### src/rtl/dht11_emulator.sv
// DHT11 sensor emulator: answers a host start pulse on the single-wire bus
// with the DHT11 response preamble and a 40-bit humidity/temperature frame.
// Optional feature: define DHT_EMU_CRC_ERR_EN to add i_crc_corrupt, which
// flips bit 0 of the transmitted checksum when it is high at frame latch.
//
// state      | meaning
// -----------+-----------------------------------------------------------
// IDLE       | bus released, waiting for the host to pull low
// HOST_LOW   | timing the host start pulse (saturating counter)
// RESP_DLY   | start accepted, frame latched, waiting before the response
// RESP_LOW   | driving the 80 us response low
// RESP_HIGH  | releasing for the 80 us response high
// BIT_LOW    | driving the 50 us low that precedes every data bit
// BIT_HIGH   | releasing for 26 us (bit 0) or 70 us (bit 1)
// END_LOW    | driving the 50 us trailing low after the last bit
module dht11_emulator #(
    parameter int unsigned CLK_HZ        = 50_000_000,
    parameter int unsigned MIN_START_US  = 18000,
    parameter int unsigned RESP_DELAY_US = 30
) (
    input  logic       i_clk,
    input  logic       i_rst_n,
    input  logic       i_dht_in,
    input  logic [7:0] i_hum_int,
    input  logic [7:0] i_hum_float,
    input  logic [7:0] i_temp_int,
    input  logic [7:0] i_temp_float,
`ifdef DHT_EMU_CRC_ERR_EN
    input  logic       i_crc_corrupt,
`endif
    output logic       o_dht_oe,
    output logic       o_busy,
    output logic       o_done,
    output logic       o_error
);

    localparam logic [15:0] C_DIV_M1      = 16'(CLK_HZ / 1000000 - 1);
    localparam logic [15:0] C_MIN_START   = 16'(MIN_START_US);
    localparam logic [15:0] C_RESP_DLY_M1 = 16'(RESP_DELAY_US - 1);
    localparam logic [15:0] C_80_M1       = 16'd79;
    localparam logic [15:0] C_50_M1       = 16'd49;
    localparam logic [15:0] C_26_M1       = 16'd25;
    localparam logic [15:0] C_70_M1       = 16'd69;
    localparam logic [15:0] C_GUARD_US    = 16'd2;
    localparam logic [15:0] C_CNT_MAX     = 16'hFFFF;
    localparam logic [5:0]  C_LAST_BIT    = 6'd39;

    typedef enum logic [2:0] {
        S_IDLE      = 3'd0,
        S_HOST_LOW  = 3'd1,
        S_RESP_DLY  = 3'd2,
        S_RESP_LOW  = 3'd3,
        S_RESP_HIGH = 3'd4,
        S_BIT_LOW   = 3'd5,
        S_BIT_HIGH  = 3'd6,
        S_END_LOW   = 3'd7
    } state_t;

    state_t      r_state;
    state_t      w_state_nxt;
    logic [1:0]  r_sync;
    logic [2:0]  r_drv_hist;
    logic [15:0] r_pre;
    logic [15:0] r_us_cnt;
    logic [39:0] r_frame;
    logic [5:0]  r_bit_idx;
    logic        r_dht_oe;
    logic        r_busy;
    logic        r_done;
    logic        r_error;

    logic        w_tick;
    logic        w_bus_low;
    logic        w_collide;
    logic        w_bit;
    logic [15:0] w_dur_m1;
    logic        w_tc;
    logic        w_latch;
    logic        w_done;
    logic        w_error;
    logic [7:0]  w_chk;
    logic [7:0]  w_chk_tx;
    logic        w_drive_nxt;
    logic        w_busy_nxt;

    // Two-flop synchronizer for the asynchronous bus level, plus a short
    // history of our own drive enable.
    always_ff @(posedge i_clk or negedge i_rst_n) begin
        if (!i_rst_n) begin
            r_sync     <= 2'b11;
            r_drv_hist <= 3'b000;
        end else begin
            r_sync     <= {r_sync[0], i_dht_in};
            r_drv_hist <= {r_drv_hist[1:0], r_dht_oe};
        end
    end

    // A low that may still be our own drive travelling through the
    // synchronizer is not treated as host activity.
    assign w_bus_low = ~r_sync[1] & ~r_dht_oe & ~(|r_drv_hist);

    // Free-running down-counter prescaler producing the 1 us tick.
    always_ff @(posedge i_clk or negedge i_rst_n) begin
        if (!i_rst_n) begin
            r_pre <= '0;
        end else if (r_pre == '0) begin
            r_pre <= C_DIV_M1;
        end else begin
            r_pre <= r_pre - 16'd1;
        end
    end

    assign w_tick = (r_pre == '0);

    assign w_chk = i_hum_int + i_hum_float + i_temp_int + i_temp_float;
`ifdef DHT_EMU_CRC_ERR_EN
    assign w_chk_tx = w_chk ^ {7'd0, i_crc_corrupt};
`else
    assign w_chk_tx = w_chk;
`endif

    assign w_bit     = r_frame[r_bit_idx];
    assign w_collide = w_bus_low && (r_us_cnt >= C_GUARD_US);

    // Duration (in us, minus one) of the current timed state.
    always_comb begin
        w_dur_m1 = C_CNT_MAX;
        case (r_state)
            S_RESP_DLY:  w_dur_m1 = C_RESP_DLY_M1;
            S_RESP_LOW:  w_dur_m1 = C_80_M1;
            S_RESP_HIGH: w_dur_m1 = C_80_M1;
            S_BIT_LOW:   w_dur_m1 = C_50_M1;
            S_BIT_HIGH:  w_dur_m1 = w_bit ? C_70_M1 : C_26_M1;
            S_END_LOW:   w_dur_m1 = C_50_M1;
            default:     w_dur_m1 = C_CNT_MAX;
        endcase
    end

    assign w_tc = w_tick && (r_us_cnt >= w_dur_m1);

    // Next-state logic and single-cycle event strobes.
    always_comb begin
        w_state_nxt = r_state;
        w_latch     = 1'b0;
        w_done      = 1'b0;
        w_error     = 1'b0;
        case (r_state)
            S_IDLE: begin
                if (w_bus_low) w_state_nxt = S_HOST_LOW;
            end
            S_HOST_LOW: begin
                if (!w_bus_low) begin
                    if (r_us_cnt >= C_MIN_START) begin
                        w_state_nxt = S_RESP_DLY;
                        w_latch     = 1'b1;
                    end else begin
                        w_state_nxt = S_IDLE;
                    end
                end
            end
            S_RESP_DLY: begin
                if (w_collide) begin
                    w_state_nxt = S_IDLE;
                    w_error     = 1'b1;
                end else if (w_tc) begin
                    w_state_nxt = S_RESP_LOW;
                end
            end
            S_RESP_LOW: begin
                if (w_tc) w_state_nxt = S_RESP_HIGH;
            end
            S_RESP_HIGH: begin
                if (w_collide) begin
                    w_state_nxt = S_IDLE;
                    w_error     = 1'b1;
                end else if (w_tc) begin
                    w_state_nxt = S_BIT_LOW;
                end
            end
            S_BIT_LOW: begin
                if (w_tc) w_state_nxt = S_BIT_HIGH;
            end
            S_BIT_HIGH: begin
                if (w_collide) begin
                    w_state_nxt = S_IDLE;
                    w_error     = 1'b1;
                end else if (w_tc) begin
                    w_state_nxt = (r_bit_idx == '0) ? S_END_LOW : S_BIT_LOW;
                end
            end
            S_END_LOW: begin
                if (w_tc) begin
                    w_state_nxt = S_IDLE;
                    w_done      = 1'b1;
                end
            end
            default: w_state_nxt = S_IDLE;
        endcase
    end

    // State register.
    always_ff @(posedge i_clk or negedge i_rst_n) begin
        if (!i_rst_n) begin
            r_state <= S_IDLE;
        end else begin
            r_state <= w_state_nxt;
        end
    end

    // Per-state microsecond counter; restarts on every state change and
    // saturates so an arbitrarily long host low cannot wrap.
    always_ff @(posedge i_clk or negedge i_rst_n) begin
        if (!i_rst_n) begin
            r_us_cnt <= '0;
        end else if ((w_state_nxt != r_state) || (r_state == S_IDLE)) begin
            r_us_cnt <= '0;
        end else if (w_tick && (r_us_cnt != C_CNT_MAX)) begin
            r_us_cnt <= r_us_cnt + 16'd1;
        end
    end

    // Frame capture at start acceptance and MSB-first bit pointer.
    always_ff @(posedge i_clk or negedge i_rst_n) begin
        if (!i_rst_n) begin
            r_frame   <= '0;
            r_bit_idx <= '0;
        end else if (w_latch) begin
            r_frame   <= {i_hum_int, i_hum_float, i_temp_int, i_temp_float, w_chk_tx};
            r_bit_idx <= C_LAST_BIT;
        end else if ((r_state == S_BIT_HIGH) && (w_state_nxt == S_BIT_LOW)) begin
            r_bit_idx <= r_bit_idx - 6'd1;
        end
    end

    assign w_drive_nxt = (w_state_nxt == S_RESP_LOW) || (w_state_nxt == S_BIT_LOW) ||
                         (w_state_nxt == S_END_LOW);
    assign w_busy_nxt  = (w_state_nxt != S_IDLE) && (w_state_nxt != S_HOST_LOW);

    // Registered outputs so the bus enable and status lines are glitch-free.
    always_ff @(posedge i_clk or negedge i_rst_n) begin
        if (!i_rst_n) begin
            r_dht_oe <= 1'b0;
            r_busy   <= 1'b0;
            r_done   <= 1'b0;
            r_error  <= 1'b0;
        end else begin
            r_dht_oe <= w_drive_nxt;
            r_busy   <= w_busy_nxt;
            r_done   <= w_done;
            r_error  <= w_error;
        end
    end

    assign o_dht_oe = r_dht_oe;
    assign o_busy   = r_busy;
    assign o_done   = r_done;
    assign o_error  = r_error;

endmodule

### config.mk
export PLATFORM = sky130hd
export DESIGN_NAME = dht11_emulator
export DESIGN_NICKNAME = d
export VERILOG_FILES = /design/src/rtl/dht11_emulator.sv
export SDC_FILE = /design/constraint.sdc
export NUM_CORES = 1
export LEC_CHECK = 0
export ABC_AREA = 1
export CORE_MARGIN = 2
export CORE_UTILIZATION = 50
export DETAILED_ROUTE_END_ITERATION = 10
export HOLD_SLACK_MARGIN = 0.08
export PLACE_DENSITY_LB_ADDON = 0.2
export RECOVER_POWER = 50
export SYNTH_ARGS = -nofsm -noshare
export SYNTH_HDL_FRONTEND = slang
export SYNTH_SLANG_ARGS = --single-unit
export TNS_END_PERCENT = 30
### constraint.sdc
create_clock -name i_clk -period 4.01 [get_ports i_clk]
set_input_delay 0.6015 -clock i_clk [delete_from_list [all_inputs] [get_ports i_clk]]
set_output_delay 0.6015 -clock i_clk [all_outputs]
set_load 0.005 [all_outputs]
==> results.cfg, run 1 <==
[die]
ios = 39
start_util = 0.516
die_y_um = 110
num_rows = 38
core_area_sq_um = 10900
die-area_sq_um = 12200
die_w_um = 110

[sta]
period_share = 0.868
final.setup.tns_ns = 0
relSlewSlack = -0.160
max_clock_freq_ghz = 0.287
finalClockSkew_ns = 0.0114
setup_violations = 0
hold_violations = 0
drv_slew = 70
rsz0062_at_grt = false
post-route-min-period_ns = 3.48
tightest_slew_ns = 1.74

[synth]
ys_top_cells_by_count = nand2_1, dfrtp_1, nor2_1, inv_1, o21ai_0
syn-cell-area_sq_um = 5640
syn_avg_cell_area_sq_um = 7.87
yosysWarnings = 0
synth_async_sr_flop_share = 1.00
synth-compound-area-share = 0.0918
ys_seq_area_frac = 0.399
synth_top_area_share = 0.390
synth_top_family_by_area = simple AND/OR/NAND/NOR gates
mappedNetlistNets = 792
synth_edf_count = 0
muxShareOfSynthArea = 0
ys_ff_latch = 90
synth_largest_area_cell = dfrtp_1
synth_xor_area_frac = 0.0419
yosys-top-cells-area = dfrtp_1, nand2_1, ha_1
synth_cell_types = 44
syn_inst = 717
synth-main-ff-cell = dfrtp_1
post-synth-top-count-cell = nand2_1
synth_fa_ha_area_frac = 0.107
synthSimpleGateAreaFrac = 0.290

[hold_path]
hp-class = reg2reg

[cts]
clk_pin_slew_ns = 0.07
cts-root-buf = clkbuf_16
numCtsBuffers = 9
h-tree-depth = 3
worst_skew_pair.late_latency_ns = 0.34
numClockSinks = 90
cts_tree = done
clock_path_buffers = 2
cts_hold_buf = 0
ctsResizeCount = 0
post_cts_buffers = 0

[status]
violations = capacitance limit, slew limit
status = finished, violations left

[pwr]
ir_drop_mv = 0.249
p_per_area_nw_per_um2 = 299
p_leak_uw = 0.00302

[worst_setup_path]
rrSetupSlack_ns = 0.53
cp.required_ns = 4.27
path_max_fanout = 16
endpoint_kind = flip-flop
critical_path_arrival_ns = 3.74
startpoint_type = flip-flop
worstSetupPathType = reg2reg

[route]
drc = 0
dr.first_iter.drc_count = 300
antenna_left = 0
wl_per_cell_um = 13.8
num_vias = 4668
avgViaCountPerCell = 5.22
drt_wl_total_um = 12400
firstDrtPassIters = 5

[final_layout]
n_fill_cell = 1040
antennaDiodeCount = 0
nets = 826
drive_gt1_frac = 0.0795
area_growth_pct = 13.3
design_area_sq_um = 6390
fin_util = 0.585

[global_route]
grt_first_pass_wirelength_um = 21500
gr-total-overflow = 0
antenna_found_initial = 0
track_usage = 0.230
grt_max_degree = 70
grt_pass1_vias = 4612

[placed_design]
numPortBuffers = 38
dp_hpwl_um = 9240
gp_congestion = 0.898
placed_area_sq_um = 6140

[run]
cap_violations = 1
==> kinds of logic after synthesis <==
group | count (synthesis)
DFF | 90
buffers and inverters | 98
and+or+nand+nor | 370
adders and majority gates | 40
AOI/OAI and AO/OA | 92
xor gates and xnor gates | 27
==> final timing paths <==
kind,cells past startpoint,end,start
worst max-delay path,26,r_us_cnt[3],r_bit_idx[0]
worst min-delay path,0,r_sync[1],r_sync[0]
worst max register to register,26,r_us_cnt[3],r_bit_idx[0]
worst min register to register,0,r_sync[1],r_sync[0]
max in group asynchronous,2,r_frame[28],i_rst_n
min in group asynchronous,1,r_us_cnt[9],i_rst_n
==> through the flow <==
step	hold slack (ns)	setup WS, ns	instances	power [uW]
after global placement	0.353	0.448	880	1160
after global routing	0.368	0.0771	895	2020
after CTS	0.365	0.536	895	1940
after detailed placement	0.353	0.397	880	1170
after floorplan	0.306	1.03	717	1070
final	0.361	0.527	895	1910
==> layer usage <==
metal  part of all wire  GRT usage
met5                  0          0
met4              0.021     0.0777
met3              0.048     0.0635
met2               0.47      0.372
met1               0.46      0.299
==> critical path: stages, from the launching register on <==
cell,delay (ns)
dfrtp_1,0.38
inv_1,0.30
buf_4,0.24
nor2_1,0.05
o211ai_1,0.22
nand3_1,0.11
nand4_1,0.09
nand3_1,0.09
nand3_1,0.12
nand3_1,0.09
inv_1,0.07
ha_1,0.23
nand2_1,0.06
inv_1,0.03
nand2_1,0.06
nand2_1,0.05
nand2_1,0.05
nand2_1,0.04
nand2_1,0.05
nand2_1,0.08
nand2_1,0.14
nor2_1,0.05
o21ai_1,0.18
nand2_1,0.08
nand2_1,0.11
nand3_4,0.24
nor2_1,0.18
==> cells in the final DEF (no fill, tap or decap), drive strengths merged <==
cell type      count
fa                14
xor2              16
nand3             36
clkbuf            13
dfrtp             88
o21bai             1
or2                3
nor2              95
a21o               1
buf                5
clkinv             3
nand2            209
dfstp              2
nand3b             3
o21ai             45
ha                26
clkdlybuf4s50     36
o2111ai            2
a211oi             1
o221ai             1
a21oi             24
o22ai              9
o31ai              1
xnor2             11
nor4               2
o211ai             7
nor3              12
inv               77
nand4             10
clkinvlp           1
dlygate4sd3        1
==> report_power, final <==
group          internal [uW]  switching, uW  total (uW)
combinational            109            129         238
sequential               910           1.81         912
clock                    418            343         760
total                   1440            474        1910
==> final cells by class <==
cell class	count	area [sq um]	area share
timing repair buffer	44	417	0.0652
tap	140	175	0.0274
clock inverter	4	30.0	0.00470
inverter	77	289	0.0452
multi-input combinational	529	3000	0.468
sequential	90	2250	0.353
clock buffer	11	233	0.0364
==> sequential cells by signal, indices dropped and copies added (netlist names) <==
register	cells
o_done	1
r_us_cnt	16
o_busy	1
o_error	1
r_bit_idx	6
r_drv_hist	3
r_sync	2
r_frame	40
r_state	3
o_dht_oe	1
r_pre	16
(Power assumes the default switching activity.)
==> run 2: changes to the inputs <==
- CORE_UTILIZATION: 50 -> 45
==> run 2 against run 1 <==
  * The flow still finishes with violations (capacitance limit, slew limit)
  * Wire length rose by 2.2%
  * Sequential power about the same
  * Die area up 11%
  * Clock-buffer cell count down 1
  * Register-to-register slack about the same
  * Design area grew 1.0%
  * Utilization fell by 5.1 points
  * Fmax is 0.25% higher
  * Clock skew down 0.00078 ns
  * Via count is 0.32% higher
==> results.cfg, run 2 (same netlist as run 1, synthesis figures left out) <==
[placed_design]
numPortBuffers = 38
gp_congestion = 0.913
dp_hpwl_um = 9470

[pwr]
p_leak_uw = 0.00304
p_per_area_nw_per_um2 = 305
ir_drop_mv = 0.180
p_total_uw = 1970

[sta]
max_clock_freq_ghz = 0.288
relSlewSlack = -0.113
hold_violations = 0
tightest_slew_ns = 1.67
finalClockSkew_ns = 0.0106
post-route-min-period_ns = 3.47
setup_violations = 0
drv_slew = 67
period_share = 0.866
rsz0062_at_grt = false
final.setup.tns_ns = 0

[global_route]
antenna_found_initial = 0
track_usage = 0.210
gr-total-overflow = 0
grt_max_degree = 67
grt_first_pass_wirelength_um = 22100
grt_pass1_vias = 4727

[hold_path]
hp-class = reg2reg

[cts]
clk_pin_slew_ns = 0.07
numClockSinks = 90
clock_path_buffers = 2
numCtsBuffers = 9
cts-root-buf = clkbuf_16
worst_skew_pair.late_latency_ns = 0.36
ctsResizeCount = 0
cts_hold_buf = 0
post_cts_buffers = 0
cts_tree = done
h-tree-depth = 3

[route]
antenna_left = 0
firstDrtPassIters = 5
num_vias = 4683
drt_wl_total_um = 12600
wl_per_cell_um = 13.6
drc = 0
avgViaCountPerCell = 5.06
dr.first_iter.drc_count = 321

[worst_setup_path]
cp_slowest_cell = dfrtp_1
cp.required_ns = 4.23
critical_path_arrival_ns = 3.69
worstSetupPathType = reg2reg
crit_family = simple AND/OR/NAND/NOR gates
path_max_fanout = 8
startpoint_type = flip-flop
crit_buf_inv = 1
path_cells = inv_1 > o21ai_0 > o211ai_1 > o211ai_1 > nand4_1 > nand3_1 > nand3_1 > nand3_1 > ha_1 > nand2_1 > a21oi_1 > nor2_1 > nand2_1 > nand2_1 > nand2_1 > nand2_2 > nand2_1 > nand2_1 > nand2_2 > a21oi_2 > nand2_1 > nand2_1 > nand3_1
cpPeakStageDelay_ns = 0.51
crit_top_cell = nand2_1
endpoint_kind = flip-flop

[die]
die_y_um = 116
die_w_um = 116
start_util = 0.466
ios = 39
num_rows = 40
core_area_sq_um = 12100
die-area_sq_um = 13500

[final_layout]
antennaDiodeCount = 0
top_register = r_frame
area_growth_pct = 14.5
nets = 827
final_common_cell = nand2_1
largest_reg_flops = 40
drive_gt1_frac = 0.0845
layout_common_cells = nand2_1, dfrtp_1, nor2_1, inv_1, o21ai_0
largestRegisters = r_frame (40), r_pre (16), r_us_cnt (16)

[status]
status = finished, violations left
violations = capacitance limit, slew limit

[run]
cap_violations = 1
-- run 2: cell types whose count changed in the layout (fill, tap and decap cells not counted) --
cell,delta
inv_6,+2
buf_4,+1
clkbuf_1,-2
clkbuf_8,+1
-- run 2: per-stage QoR --
stage          hold slack, ns   util  cell area, sq um  std cells  setup slack (ns)
2_1_floorplan           0.306      -              5640        717              1.03
3_3_place_gp            0.352  0.510              6180        909             0.426
3_5_place_dp            0.348  0.510              6180        909             0.363
4_1_cts                 0.361  0.534              6470        925             0.558
5_1_grt                 0.361  0.533              6460        925             0.152
6_report                0.359  0.533              6460        925             0.536
-- run 2: area by class of cell --
class | count | area (sq um)
Timing Repair Buffer | 45 | 424
Fill cell | 1193 | 5650
Tap cell | 168 | 210
Inverter | 77 | 289
Clock inverter | 6 | 47.5
Sequential cell | 90 | 2250
Multi-Input combinational cell | 529 | 3000
Clock buffer | 10 | 239
-- run 2: final timing paths --
check | from | to | slack [ns] | cells past startpoint
worst max-delay path | r_bit_idx[1] | r_bit_idx[0] | 0.54 | 23
worst min-delay path | r_sync[0] | r_sync[1] | 0.36 | 0
worst max register to register | r_bit_idx[1] | r_bit_idx[0] | 0.54 | 23
worst min register to register | r_sync[0] | r_sync[1] | 0.36 | 0
max in group asynchronous | i_rst_n | r_us_cnt[15] | 1.42 | 2
min in group asynchronous | i_rst_n | r_pre[4] | 0.66 | 1
-- run 2: where the power goes --
group / switching, uW / internal, uW
clock network: 378 / 442
registers: 1.77 / 910
logic: 127 / 109
-- run 2: worst register-to-register path, cell delays in order (launching register included) --
cell	delay, ns
dfrtp_1	0.51
inv_1	0.27
o21ai_0	0.12
o211ai_1	0.24
o211ai_1	0.13
nand4_1	0.09
nand3_1	0.08
nand3_1	0.12
nand3_1	0.11
ha_1	0.29
nand2_1	0.08
a21oi_1	0.04
nor2_1	0.11
nand2_1	0.08
nand2_1	0.05
nand2_1	0.09
nand2_2	0.11
nand2_1	0.05
nand2_1	0.06
nand2_2	0.09
a21oi_2	0.24
nand2_1	0.19
nand2_1	0.10
nand3_1	0.08
-- run 2: metal layers --
| metal | wire length [um] | track usage | part of all wire | vias to the layer above |
|---|---|---|---|---|
| li1 | - | - | - | 2372 |
| met1 | 5870 | 0.266 | 0.46 | 2189 |
| met2 | 5950 | 0.352 | 0.47 | 102 |
| met3 | 525 | 0.0544 | 0.042 | 20 |
| met4 | 273 | 0.0698 | 0.022 | 0 |
| met5 | 0 | 0 | 0 | - |
==> run 3: changes to the inputs <==
- CORE_UTILIZATION: 45 -> 35
==> run 3 against run 2 <==
  * The flow still finishes with violations (capacitance limit, slew limit)
  * Clock skew is 0.00059 ns higher
  * Via count decreased by 1.1%
  * Sequential power barely moved
  * Critical path type unchanged
  * Critical endpoint unchanged
  * Largest power group unchanged
==> results.cfg, run 3 (same netlist as run 1, synthesis figures left out) <==
[cts]
clk_pin_slew_ns = 0.07
cts_hold_buf = 0
numCtsBuffers = 9
clock_path_buffers = 2
numClockSinks = 90
cts-root-buf = clkbuf_16
worst_skew_pair.late_latency_ns = 0.36
h-tree-depth = 3
cts_tree = done

[pwr]
p_sw_frac = 0.253
pwr-share-clk = 0.430
combPwrFrac = 0.118
ir_drop_mv = 0.216
sequentialPowerShare = 0.452
p_int_uw = 1510
p_leak_uw = 0.00305
p_switching_uw = 510
p_per_area_nw_per_um2 = 308

[status]
status = finished, violations left
violations = capacitance limit, slew limit

[placed_design]
numPortBuffers = 38
dp_hpwl_um = 9640
gp_congestion = 0.861
place_ws_ns = 0.390

[route]
num_vias = 4631
avgViaCountPerCell = 4.76
drt_wl_total_um = 12900
firstDrtPassIters = 5
drc = 0
antenna_left = 0
wl_per_cell_um = 13.3
dr.first_iter.drc_count = 300

[worst_setup_path]
cp_slowest_cell = dfrtp_1
cpPeakStageDelay_ns = 0.41
endpoint_kind = flip-flop
cp.required_ns = 4.24
crit_top_cell = nand2_1
critical_path_arrival_ns = 3.70
startpoint_type = flip-flop
path_max_fanout = 24
worstSetupPathType = reg2reg

[sta]
tightest_slew_ns = 1.81
setup_ws_ns = 0.536
rsz0062_at_grt = false
setup_violations = 0
relSlewSlack = -0.210
whs_ns = 0.361
drv_slew = 73
finalClockSkew_ns = 0.0112
max_clock_freq_ghz = 0.288
final.setup.tns_ns = 0
period_share = 0.866
post-route-min-period_ns = 3.47
hold_violations = 0

[final_layout]
layout.area.seq_sq_um = 2260
antennaDiodeCount = 0
n_fill_cell = 1610
top_register = r_frame
layout_common_cells = nand2_1, dfrtp_1, nor2_1, inv_1, o21ai_0
largestRegisters = r_frame (40), r_pre (16), r_us_cnt (16)
area_growth_pct = 16.1
drive_gt1_frac = 0.0872
multi_input_area_sq_um = 3000
fin_util = 0.414
nets = 827
final_common_cell = nand2_1
largest_reg_flops = 40

[global_route]
grt_max_degree = 73
grt_pass1_vias = 4541
antenna_found_initial = 0
track_usage = 0.166
gr-total-overflow = 0
grt_first_pass_wirelength_um = 22300

[die]
die_w_um = 131
die_y_um = 131
core_area_sq_um = 15800
num_rows = 46
die-area_sq_um = 17200
start_util = 0.357
ios = 39

[run]
cap_violations = 1

[hold_path]
hp-class = reg2reg
-- run 3: worst max-delay path: cells and delay by family, from the launching register on --
kind	cells	cell delay (ns)
AND/OR/NAND/NOR	19	1.66
adder cells (fa/ha/maj)	1	0.28
AO/OA/AOI/OAI	4	0.72
buffers and inverters	2	0.27
flip-flops	1	0.41
-- run 3: what timing repair did --
item,4_1_cts,5_1_grt
setup endpoints to repair,0,3
resized for setup,0,2
setup buffers,0,1
-- run 3: per-stage QoR --
stage	total power [uW]	cell area [sq um]	cells
2_1_floorplan	1070	5640	717
3_3_place_gp	1170	6230	956
3_5_place_dp	1170	6230	956
4_1_cts	2050	6540	972
5_1_grt	2120	6550	973
6_report	2020	6550	973
-- run 3: final timing paths --
check                           slack (ns)  cells past startpoint           end          from
min in group asynchronous             0.74                      1  r_us_cnt[13]       i_rst_n
worst min-delay path                  0.36                      0     r_sync[1]     r_sync[0]
worst max-delay path                  0.54                     26  r_bit_idx[0]  r_bit_idx[0]
worst max register to register        0.54                     26  r_bit_idx[0]  r_bit_idx[0]
max in group asynchronous             1.54                      2  r_bit_idx[1]       i_rst_n
worst min register to register        0.36                      0     r_sync[1]     r_sync[0]
-- run 3: final cells by class --
class                           count  area share
Clock inverter                      7      0.0115
Multi-Input combinational cell    529       0.457
Inverter                           77      0.0447
Tap cell                          216      0.0413
Clock buffer                        9      0.0344
Timing Repair Buffer               45      0.0667
Sequential cell                    90       0.344
-- run 3: power groups by stage --
stage,Combinational [uW],Clock [uW],Sequential (uW)
finish,238,868,912
global route,275,932,911
CTS,247,896,911
detailed placement,245,0,929
global placement,245,0,929
floorplan,143,0,928
-- run 3: routing by layer --
| metal | share of wire | vias to the layer above | routed length [um] | GRT usage |
|---|---|---|---|---|
| li1 | - | 2374 | - | - |
| met1 | 0.48 | 2154 | 6260 | 0.226 |
| met2 | 0.47 | 92 | 6050 | 0.269 |
| met3 | 0.037 | 11 | 472 | 0.0383 |
| met4 | 0.011 | 0 | 137 | 0.0394 |
| met5 | 0 | - | 0 | 0 |
